**config.mk**
```make
export PLATFORM = sky130hd
export DESIGN_NAME = sa_ram_fifo_ctrl_60x84
export DESIGN_NICKNAME = d
export VERILOG_FILES = /design/src/rtl/sa_ram_fifo_ctrl_60x84.sv
export SDC_FILE = /design/constraint.sdc
export NUM_CORES = 1
export LEC_CHECK = 0
export BUFFER_PORTS_ARGS = -buffer_cell sky130_fd_sc_hd__clkbuf_2
export CORE_AREA = 2 2 198 200
export DETAILED_ROUTE_END_ITERATION = 10
export DIE_AREA = 0 0 200 202
export PLACE_DENSITY = 0.78
export SYNTH_ARGS = -nofsm -noshare
export SYNTH_HDL_FRONTEND = slang
export SYNTH_SLANG_ARGS = --single-unit
```
**constraint.sdc**
```tcl
create_clock -name clk -period 4.2 [get_ports clk]
set_input_delay 0.84 -clock clk [delete_from_list [all_inputs] [get_ports clk]]
set_output_delay 0.84 -clock clk [all_outputs]
set_load 0.02 [all_outputs]
```
**src/rtl/sa_ram_fifo_ctrl_60x84.sv**
```systemverilog
// sa_ram_fifo_ctrl_60x84: ready/valid FIFO sequencer around a 60x84 two-stage-read RAM,
// with an empty-FIFO bypass and a credit-managed output buffer.
module sa_ram_fifo_ctrl_60x84 #(
   parameter int DEPTH      = 60,
   parameter int WIDTH      = 84,
   parameter int OBUF_DEPTH = 4,
   parameter bit BYPASS_EN  = 1'b1
) (
   input  logic                                    clk,
   input  logic                                    rst,
   input  logic                                    wr_valid,
   output logic                                    wr_ready,
   input  logic [WIDTH-1:0]                        wr_data,
   output logic                                    rd_valid,
   input  logic                                    rd_ready,
   output logic [WIDTH-1:0]                        rd_data,
   output logic [$clog2(DEPTH+OBUF_DEPTH+1)-1:0]   occupancy,
   output logic [$clog2(DEPTH)-1:0]                ram_ra,
   output logic                                    ram_re,
   output logic                                    ram_ore,
   input  logic [WIDTH-1:0]                        ram_dout,
   output logic [$clog2(DEPTH)-1:0]                ram_wa,
   output logic                                    ram_we,
   output logic [WIDTH-1:0]                        ram_di,
   output logic                                    ram_byp_sel,
   output logic [WIDTH-1:0]                        ram_dbyp,
   input  logic [31:0]                             pwrbus_in,
   output logic [31:0]                             ram_pwrbus_ram_pd
);

   localparam int AW  = $clog2(DEPTH);
   localparam int CW  = $clog2(DEPTH + 1);
   localparam int OW  = $clog2(OBUF_DEPTH + 1);
   localparam int OAW = (OBUF_DEPTH > 1) ? $clog2(OBUF_DEPTH) : 1;
   localparam int QW  = $clog2(DEPTH + OBUF_DEPTH + 1);

   logic [AW-1:0]    wr_ptr;
   logic [AW-1:0]    rd_ptr;
   logic [CW-1:0]    ram_count;
   logic             s1_vld;
   logic             s1_byp;
   logic [WIDTH-1:0] s1_data;
   logic             s2_vld;
   logic [WIDTH-1:0] obuf [OBUF_DEPTH];
   logic [OAW-1:0]   ob_head;
   logic [OAW-1:0]   ob_tail;
   logic [OW-1:0]    obuf_count;

   logic [OW:0] used;
   logic        credit_ok;
   logic        byp_take;
   logic        ram_wr;
   logic        issue;
   logic        push;
   logic        pop;

   // Pointer wrap for the non-power-of-two RAM depth
   function automatic logic [AW-1:0] ptr_inc(input logic [AW-1:0] p);
      return (p == AW'(DEPTH - 1)) ? '0 : p + AW'(1);
   endfunction

   // Pointer wrap for the output buffer ring
   function automatic logic [OAW-1:0] ob_inc(input logic [OAW-1:0] p);
      return (p == OAW'(OBUF_DEPTH - 1)) ? '0 : p + OAW'(1);
   endfunction

   // Credit, bypass and issue decisions from pre-pop state
   always_comb begin
      used      = {1'b0, obuf_count} + (OW+1)'(s1_vld) + (OW+1)'(s2_vld);
      credit_ok = used < (OW+1)'(OBUF_DEPTH);
      byp_take  = BYPASS_EN && wr_valid && !rst
                  && (ram_count == '0) && credit_ok;
      ram_wr    = wr_valid && !rst && !byp_take
                  && (ram_count < CW'(DEPTH));
      issue     = !rst && (ram_count != '0) && credit_ok && !byp_take;
      push      = s2_vld && !rst;
      pop       = rd_valid && rd_ready;
   end

   // RAM port drive and streaming outputs, forced idle while in reset
   always_comb begin
      wr_ready          = rst || (ram_count < CW'(DEPTH)) || byp_take;
      ram_we            = ram_wr;
      ram_wa            = ram_wr ? wr_ptr : '0;
      ram_di            = ram_wr ? wr_data : '0;
      ram_re            = issue;
      ram_ra            = issue ? rd_ptr : '0;
      ram_ore           = s1_vld && !rst;
      ram_byp_sel       = s1_vld && s1_byp && !rst;
      ram_dbyp          = ram_byp_sel ? s1_data : '0;
      rd_valid          = (obuf_count != '0) && !rst;
      rd_data           = rd_valid ? obuf[ob_head] : '0;
      occupancy         = rst ? '0 : QW'(ram_count) + QW'(s1_vld)
                          + QW'(s2_vld) + QW'(obuf_count);
      ram_pwrbus_ram_pd = pwrbus_in;
   end

   // Pointers, counts and read-pipeline valids
   always_ff @(posedge clk) begin
      if (rst) begin
         wr_ptr     <= '0;
         rd_ptr     <= '0;
         ram_count  <= '0;
         s1_vld     <= 1'b0;
         s1_byp     <= 1'b0;
         s2_vld     <= 1'b0;
         ob_head    <= '0;
         ob_tail    <= '0;
         obuf_count <= '0;
      end else begin
         if (ram_wr) wr_ptr <= ptr_inc(wr_ptr);
         if (issue) rd_ptr <= ptr_inc(rd_ptr);
         unique case ({ram_wr, issue})
            2'b10:   ram_count <= ram_count + CW'(1);
            2'b01:   ram_count <= ram_count - CW'(1);
            default: ram_count <= ram_count;
         endcase
         s1_vld <= issue || byp_take;
         s1_byp <= byp_take;
         s2_vld <= s1_vld;
         if (push) ob_tail <= ob_inc(ob_tail);
         if (pop) ob_head <= ob_inc(ob_head);
         unique case ({push, pop})
            2'b10:   obuf_count <= obuf_count + OW'(1);
            2'b01:   obuf_count <= obuf_count - OW'(1);
            default: obuf_count <= obuf_count;
         endcase
      end
   end

   // Data capture for the bypass word and output buffer entries
   always_ff @(posedge clk) begin
      if (byp_take) s1_data <= wr_data;
      if (push) obuf[ob_tail] <= ram_dout;
   end

endmodule

```
==> out/qor.txt, run 1 <==
Status: complete, no violations
Avg Vias per Cell: 5.41
PwrDens: 524 nW/um2
CP required: 3.36 ns
DR pass1 iterations: 5
Dominant combinational cell family by area after synthesis: simple AND/OR/NAND/NOR gates
Crit Reg-Reg Endpoint: ram_count[4]
Post-Synth Adder-Cell Area: 1.54%
Crit path max fanout: 9
Worst-skew pair later-pin latency: 0.57 ns
Worst EP arrival: 3.16 ns
Cts bufs inserted: 46
Crit-path cells: fa_1 > ha_1 > fa_1 > a21o_1 > a21oi_1 > xor2_1 > nor2_1 > clkbuf_2
Clock transition at the registers of the reported paths: 0.06 ns
Critical Path Sink Type: primary output
Register area share after synthesis: 71.4%
Fin Setup TNS: 0 ns
Clk buf depth: 3
Type of the worst min-delay path: primary input to flop
Post-synthesis compound-gate area fraction: 1.64%
Initial DRC count: 777
Relative slew slack: 43.0%
Max Slew Vio Count: 0
Number of synthesis warnings: 0
Largest net degree at the start of global routing: 86
Drt wl/cell: 24.0 um
Max incr delay on CP: 0.57 ns
Root Driver: clkbuf_16
Final hold viol count: 0
Bufs and invs on worst path: 1
Commonest non-fill, non-tap cells in the layout: 448 x clkbuf_2, 420 x edfxtp_1, 184 x and2_1
CTS tree: done
Die height: 202 um
Postcts setup bufs: 0
Worst R2R Start: s2_vld
Nets: 1,727
Placed Cells: 1,972
Worst Clk Skew: 0.0160 ns
Final period utilization: 95.2%
Max Cap Viol: 0
Row cnt: 72
Worst setup path endpoint: occupancy[4]
Pleak: 8.92 nW
Die area: 40,400 um2
Area delta synth->final: 22.9%
Post-Synth Simple-Gate Area: 11.3%
Share of layout cells above drive strength 1: 42.2%
Vias: 11,169
Transition time at the pin with the least slew margin: 0.855 ns
Final setup fails: 0
Maximum vdd drop: 0.000399 V
RD Place Congestion: 0.886
Core Footprint: 38,300 um2
Mean area per synthesized cell: 17.3 um2
# DRC: 0
Hpwl dp: 35.6 mm
RSZ-0062 raised after global routing: no
R2R setup slack: 0.74 ns
Grt ovf: 0
I/O Pins: 513
Non-Filler Instances: 2,065
Total wire length: 49.6 mm
Asr flop ratio synth: 0%
CP startpoint kind: flop
XOR/XNOR Fraction of Synth Area: 0.710%
Initial antenna violation count: 19
# H-tree levels: 2
Vias in the first global route: 10,686
Starting Density: 48.3%
Crit-path most repeated cell: fa_1
First-pass GRT wire length: 70.1 mm
GRT Total Usage: 24.3%
Critical Path Start: ram_count[0]
EDFF count, synth: 420
Port bufs: 448
Critical path depth in cells: 8
Post-Synthesis Cells: 1,069
Post-synthesis cell area: 18,500 um2
Top delay family on crit path: adder cells
Resize count post-CTS: 0
R2r worst-path depth: 13
Final Critical Period: 4.00 ns
Most common cell after layout, fill and taps aside: clkbuf_2
Post-DRT Antenna Nets: 0
Fmax: 250 MHz
Unique cell type count in the Yosys netlist: 52
Syn Nets: 1,294
Die W: 200 um
Crit-path slowest cell: dfxtp_1
Yosys reg bits: 450
TritonCTS Sinks: 450
Multiplexer share of the synthesized area: 10.4%
Top_reg_cell synth: edfxtp_1
Crit Path Class: flop to primary output
Cts hold-fix bufs: 0
==> cell type report <==
type	count	area, um2
Timing Repair Buffer	480	2590
Clock buffer	58	1240
Inverter	11	41.3
Multi-Input combinational cell	513	4790
Fill cell	2808	15600
Sequential cell	450	13200
Tap cell	518	648
Antenna cell	10	25.0
Clock inverter	25	174
==> cell usage after synthesis (9+ instances only) <==
master / count / area share [%]
clkbuf_1: 50 / 1.0
nand2_1: 11 / 0.22
and2_1: 184 / 6.2
and3_1: 91 / 3.1
edfxtp_1: 420 / 68
o21ai_0: 9 / 0.24
ha_1: 18 / 1.2
a21oi_1: 14 / 0.38
dfxtp_1: 30 / 3.2
inv_1: 10 / 0.20
mux4_2: 84 / 10
buf_4: 32 / 1.3
nor2_1: 19 / 0.39
==> stage by stage <==
step | utilization (%) | setup slack (ns) | cell area (um2) | hold slack [ns] | total power, mW
2_1_floorplan | - | 0.552 | 18500 | 0.448 | 7.33
6_report | 59.4 | 0.200 | 22700 | 0.460 | 11.9
3_5_place_dp | 55.6 | 0.684 | 21300 | 0.465 | 8.18
4_1_cts | 59.3 | 0.155 | 22700 | 0.421 | 12.0
5_1_grt | 59.4 | 0.0193 | 22700 | 0.426 | 12.4
3_3_place_gp | 55.6 | 0.791 | 21300 | 0.459 | 8.12
==> logic make-up (layout without fill, tap and decap cells) <==
group / Yosys count / after routing
flops: 450 / 450
simple gates: 344 / 344
buf+inv: 106 / 574
mux: 88 / 88
compound gates: 45 / 45
fa+ha+maj: 21 / 21
xor+xnor: 15 / 15
other cells: 0 / 10
==> power breakdown <==
group          switching [mW]  internal, mW  leakage (nW)  total, mW
logic                    1.55         0.962          4.17       2.51
clock network            1.66          2.15         0.692       3.81
registers               0.235          5.34          4.05       5.58
total                    3.45          8.46          8.92       11.9
==> routing by layer <==
metal  vias to the layer above  global-route usage (%)  share of wire, %
met5                         -                       0                 0
met4                         0                    9.97               4.0
met3                        94                    8.54               9.1
met2                       531                    40.0                50
met1                      5591                    29.2                37
li1                       4953                       -                 -
==> state kept, by name, summed over array words and instances (netlist names), named ones only <==
signal / count
rd_ptr: 6
obuf_count: 3
ram_count: 6
ob_tail: 2
s1_data: 84
wr_ptr: 6
s1_vld: 1
s1_byp: 1
obuf: 336
s2_vld: 1
ob_head: 2
==> worst min-delay path by stage <==
stage / start / endpoint / slack, ns / depth (start not counted)
final: wr_data[68] / s1_data[68] / 0.46 / 1
after global routing: wr_data[60] / s1_data[60] / 0.43 / 1
after CTS: wr_data[68] / s1_data[68] / 0.42 / 1
after detailed placement: ob_head[1] / flop / 0.46 / 2
after global placement: ob_head[1] / flop / 0.46 / 2
after floorplan: rd_ptr[4] / rd_ptr[4] / 0.45 / 1
No activity file was read; power rests on OpenSTA's default activity.
==> inputs of run 2 (changes only) <==
--- a/config.mk
+++ b/config.mk
@@ -5,11 +5,12 @@
 export SDC_FILE = /design/constraint.sdc
 export NUM_CORES = 1
 export LEC_CHECK = 0
+export ABC_AREA = 1
 export BUFFER_PORTS_ARGS = -buffer_cell sky130_fd_sc_hd__clkbuf_2
-export CORE_AREA = 2 2 198 200
+export CORE_AREA = 2 2 199 201
 export DETAILED_ROUTE_END_ITERATION = 10
-export DIE_AREA = 0 0 200 202
-export PLACE_DENSITY = 0.78
+export DIE_AREA = 0 0 201 203
+export PLACE_DENSITY = 0.79
 export SYNTH_ARGS = -nofsm -noshare
 export SYNTH_HDL_FRONTEND = slang
 export SYNTH_SLANG_ARGS = --single-unit
==> out/qor.txt, run 2 <==
Critical Path Sink Type: primary output (unchanged)
Post-synthesis cell area: 19,100 um2 (was 18,500 um2)
Initial antenna violation count: 14 (was 19)
Die height: 203 um (was 202 um)
Total wire length: 51.9 mm (was 49.6 mm)
Vias: 14,162 (was 11,169)
Most common cell after layout, fill and taps aside: nor2_1 (was clkbuf_2)
Clk buf depth: 3 (unchanged)
# DRC: 0 (unchanged)
Top_reg_cell synth: edfxtp_1 (unchanged)
Type of the worst min-delay path: primary input to flop (unchanged)
Fmax: 264 MHz (was 250 MHz)
Resize count post-CTS: 0 (unchanged)
Yosys reg bits: 450 (unchanged)
Asr flop ratio synth: 0% (unchanged)
Worst setup margin: 0.411 ns (was 0.200 ns)
Transition time at the pin with the least slew margin: 0.830 ns (was 0.855 ns)
Number of fill cells: 3,091 (was 2,808)
Avg Vias per Cell: 5.15 (was 5.41)
Drt wl/cell: 18.9 um (was 24.0 um)
TritonCTS Sinks: 450 (unchanged)
Hold path endpoint: s1_data[23] (was s1_data[68])
First-pass GRT wire length: 76.8 mm (was 70.1 mm)
R2r worst-path depth: 18 (was 13)
I/O Pins: 513 (unchanged)
Dpl ws: 0.967 ns (was 0.684 ns)
Internal power: 8.16 mW (was 8.46 mW)
Synth cell count leaders: 539 x nor2_1, 420 x edfxtp_1, 225 x inv_1, 179 x o21ai_0, 119 x a21oi_1 (was 420 x edfxtp_1, 184 x and2_1, 91 x and3_1, 84 x mux4_2, 50 x clkbuf_1)
Postcts setup bufs: 0 (unchanged)
Worst R2R Start: s2_vld (unchanged)
Post-DRT Antenna Nets: 0 (unchanged)
Power consumption: 11.6 mW (was 11.9 mW)
Crit Path Class: flop to primary output (unchanged)
Fin Setup TNS: 0 ns (unchanged)
Max reg flops: 336 (unchanged)
R2R setup slack: 1.25 ns (was 0.74 ns)
Die W: 201 um (was 200 um)
Row cnt: 72 (unchanged)
Post-synth top area share: 65.9% (was 68.2%)
Worst hold slack: 0.458 ns (was 0.460 ns)
Cts bufs inserted: 46 (unchanged)
Largest net degree at the start of global routing: 159 (was 86)
Root Driver: clkbuf_16 (unchanged)
Crit Reg-Reg Endpoint: ram_count[4] (unchanged)
Final hold viol count: 0 (unchanged)
GRT Total Usage: 24.8% (was 24.3%)
Worst Clk Skew: 0.0164 ns (was 0.0160 ns)
CTS tree: done (unchanged)
Vias in the first global route: 13,392 (was 10,686)
Core Footprint: 38,500 um2 (was 38,300 um2)
Initial DRC count: 1,167 (was 777)
Clock Power Share: 34.3% (was 32.0%)
Worst-skew pair later-pin latency: 0.58 ns (was 0.57 ns)
Unique cell type count in the Yosys netlist: 33 (was 52)
Non-Filler Instances: 2,751 (was 2,065)
Relative slew slack: 44.6% (was 43.0%)
Final Util: 60.6% (was 59.4%)
Port bufs: 448 (unchanged)
Gate power share: 19.5% (was 21.1%)
RSZ-0062 raised after global routing: no (unchanged)
Final setup fails: 0 (unchanged)
Hold depth: 1 (unchanged)
Nets: 2,415 (was 1,727)
Clock transition at the registers of the reported paths: 0.06 ns (about the same)
Syn Nets: 2,007 (was 1,294)
Pleak: 9.94 nW (was 8.92 nW)
Most frequent cell after synthesis: nor2_1 (was edfxtp_1)
Top flop regs: obuf (336), s1_data (84) (unchanged)
Cell accounting for the most synthesized area: edfxtp_1 (unchanged)
Placed Cells: 2,660 (was 1,972)
Post-Synthesis Cells: 1,782 (was 1,069)
Most flop-heavy register: obuf (unchanged)
Share of layout cells above drive strength 1: 26.0% (was 42.2%)
Max Slew Vio Count: 0 (unchanged)
Area delta synth->final: 21.9% (was 22.9%)
Cts hold-fix bufs: 0 (unchanged)
Worst EP arrival: 2.95 ns (was 3.16 ns)
EDFF count, synth: 420 (unchanged)
Number of synthesis warnings: 0 (unchanged)
Die area: 40,800 um2 (was 40,400 um2)
Max Cap Viol: 0 (unchanged)
Net Sw Power: 3.43 mW (was 3.45 mW)
CP startpoint kind: flop (unchanged)
Final Critical Period: 3.79 ns (was 4.00 ns)
Most area-consuming cells after synthesis: edfxtp_1 66%, nor2_1 11%, o21ai_0 4.7%, inv_1 4.4%, dfxtp_1 3.1% (was edfxtp_1 68%, mux4_2 10%, and2_1 6.2%, dfxtp_1 3.2%, and3_1 3.1%)
Mean area per synthesized cell: 10.7 um2 (was 17.3 um2)
Post-placement cell area: 21,800 um2 (was 21,300 um2)
Register area share after synthesis: 69.1% (was 71.4%)
Switching Fraction: 29.6% (was 29.0%)
Crit path max fanout: 7 (was 9)
Status: complete, no violations (unchanged)
Share of power burned in registers: 46.2% (was 46.8%)
Hpwl dp: 35.4 mm (was 35.6 mm)
Final period utilization: 90.2% (was 95.2%)
Grt ovf: 0 (unchanged)
Finished layout cell area: 23,300 um2 (was 22,700 um2)
CP required: 3.36 ns (about the same)
Maximum vdd drop: 0.000441 V (was 0.000399 V)
RD Place Congestion: 0.985 (was 0.886)
# H-tree levels: 2 (unchanged)
Hold path start: wr_data[23] (was wr_data[68])
DR pass1 iterations: 5 (unchanged)
Commonest non-fill, non-tap cells in the layout: 534 x nor2_1, 448 x clkbuf_2, 420 x edfxtp_1 (was 448 x clkbuf_2, 420 x edfxtp_1, 184 x and2_1)
PwrDens: 497 nW/um2 (was 524 nW/um2)
Starting Density: 49.7% (was 48.3%)
==> run 2: cell types whose count changed in the layout (fill, tap and decap cells not counted), moves of 9 or more <==
cell / change
and2_1: -184
inv_1: +213
nor2_1: +516
nor2_2: +9
nand2_1: +55
mux4_2: -84
a21oi_1: +105
nand3_1: +14
and3_1: -86
o21ai_0: +170
==> run 2: worst max-delay path by stage <==
stage,cells after the start,slack [ns],endpoint,from
global placement,8,1.01,ram_we,rst
floorplan,4,-0.96,obuf[0][0],rst
global route,10,0.15,occupancy[4],ram_count[0]
detailed placement,8,0.97,ram_we,rst
CTS,10,0.38,occupancy[4],ram_count[0]
finish,10,0.41,occupancy[4],ram_count[0]
==> run 2: critical path: stages (launching register included) <==
cell,delay [ns]
dfxtp_1,0.48
fa_1,0.47
ha_1,0.24
fa_1,0.45
nand2_1,0.07
inv_1,0.05
o21ai_0,0.14
nand2_1,0.09
o21ai_0,0.15
a21oi_1,0.06
clkbuf_2,0.18
==> run 2: layout make-up <==
| class | instances | area, um2 | area share [%] |
|---|---|---|---|
| Tap cell | 518 | 648 | 2.78 |
| Timing Repair Buffer | 482 | 2660 | 11.4 |
| Inverter | 230 | 867 | 3.72 |
| Sequential cell | 450 | 13200 | 56.7 |
| Multi-Input combinational cell | 980 | 4440 | 19.0 |
| Clock buffer | 53 | 1180 | 5.05 |
| Clock inverter | 31 | 303 | 1.30 |
| Antenna cell | 7 | 17.5 | 0.0751 |
==> run 2: power groups by stage <==
stage          logic (mW)  registers (mW)  clock network, mW
6_report             2.26            5.35               3.98
5_1_grt              2.48            5.37               4.23
2_1_floorplan        1.51            5.42                  0
3_5_place_dp         2.24            5.44                  0
4_1_cts              2.26            5.35               4.05
3_3_place_gp         2.18            5.43                  0
==> run 2: cells by family (layout without fill, tap and decap cells) <==
kind of cell | count (synthesis) | after routing | synth area share, %
compound gates | 307 | 307 | 8.12
xor+xnor | 5 | 5 | 0.229
fa+ha+maj | 21 | 21 | 1.49
buf+inv | 352 | 796 | 7.96
flops | 450 | 450 | 69.1
other cells | 0 | 7 | 0
simple gates | 647 | 647 | 13.1
==> run 2: routing by layer <==
metal	vias up	GRT usage [%]	share of wire (%)
li1	6682	-	-
met1	6764	31.0	39
met2	569	40.9	49
met3	141	5.15	7.8
met4	6	12.9	4.2
met5	-	0	0.075
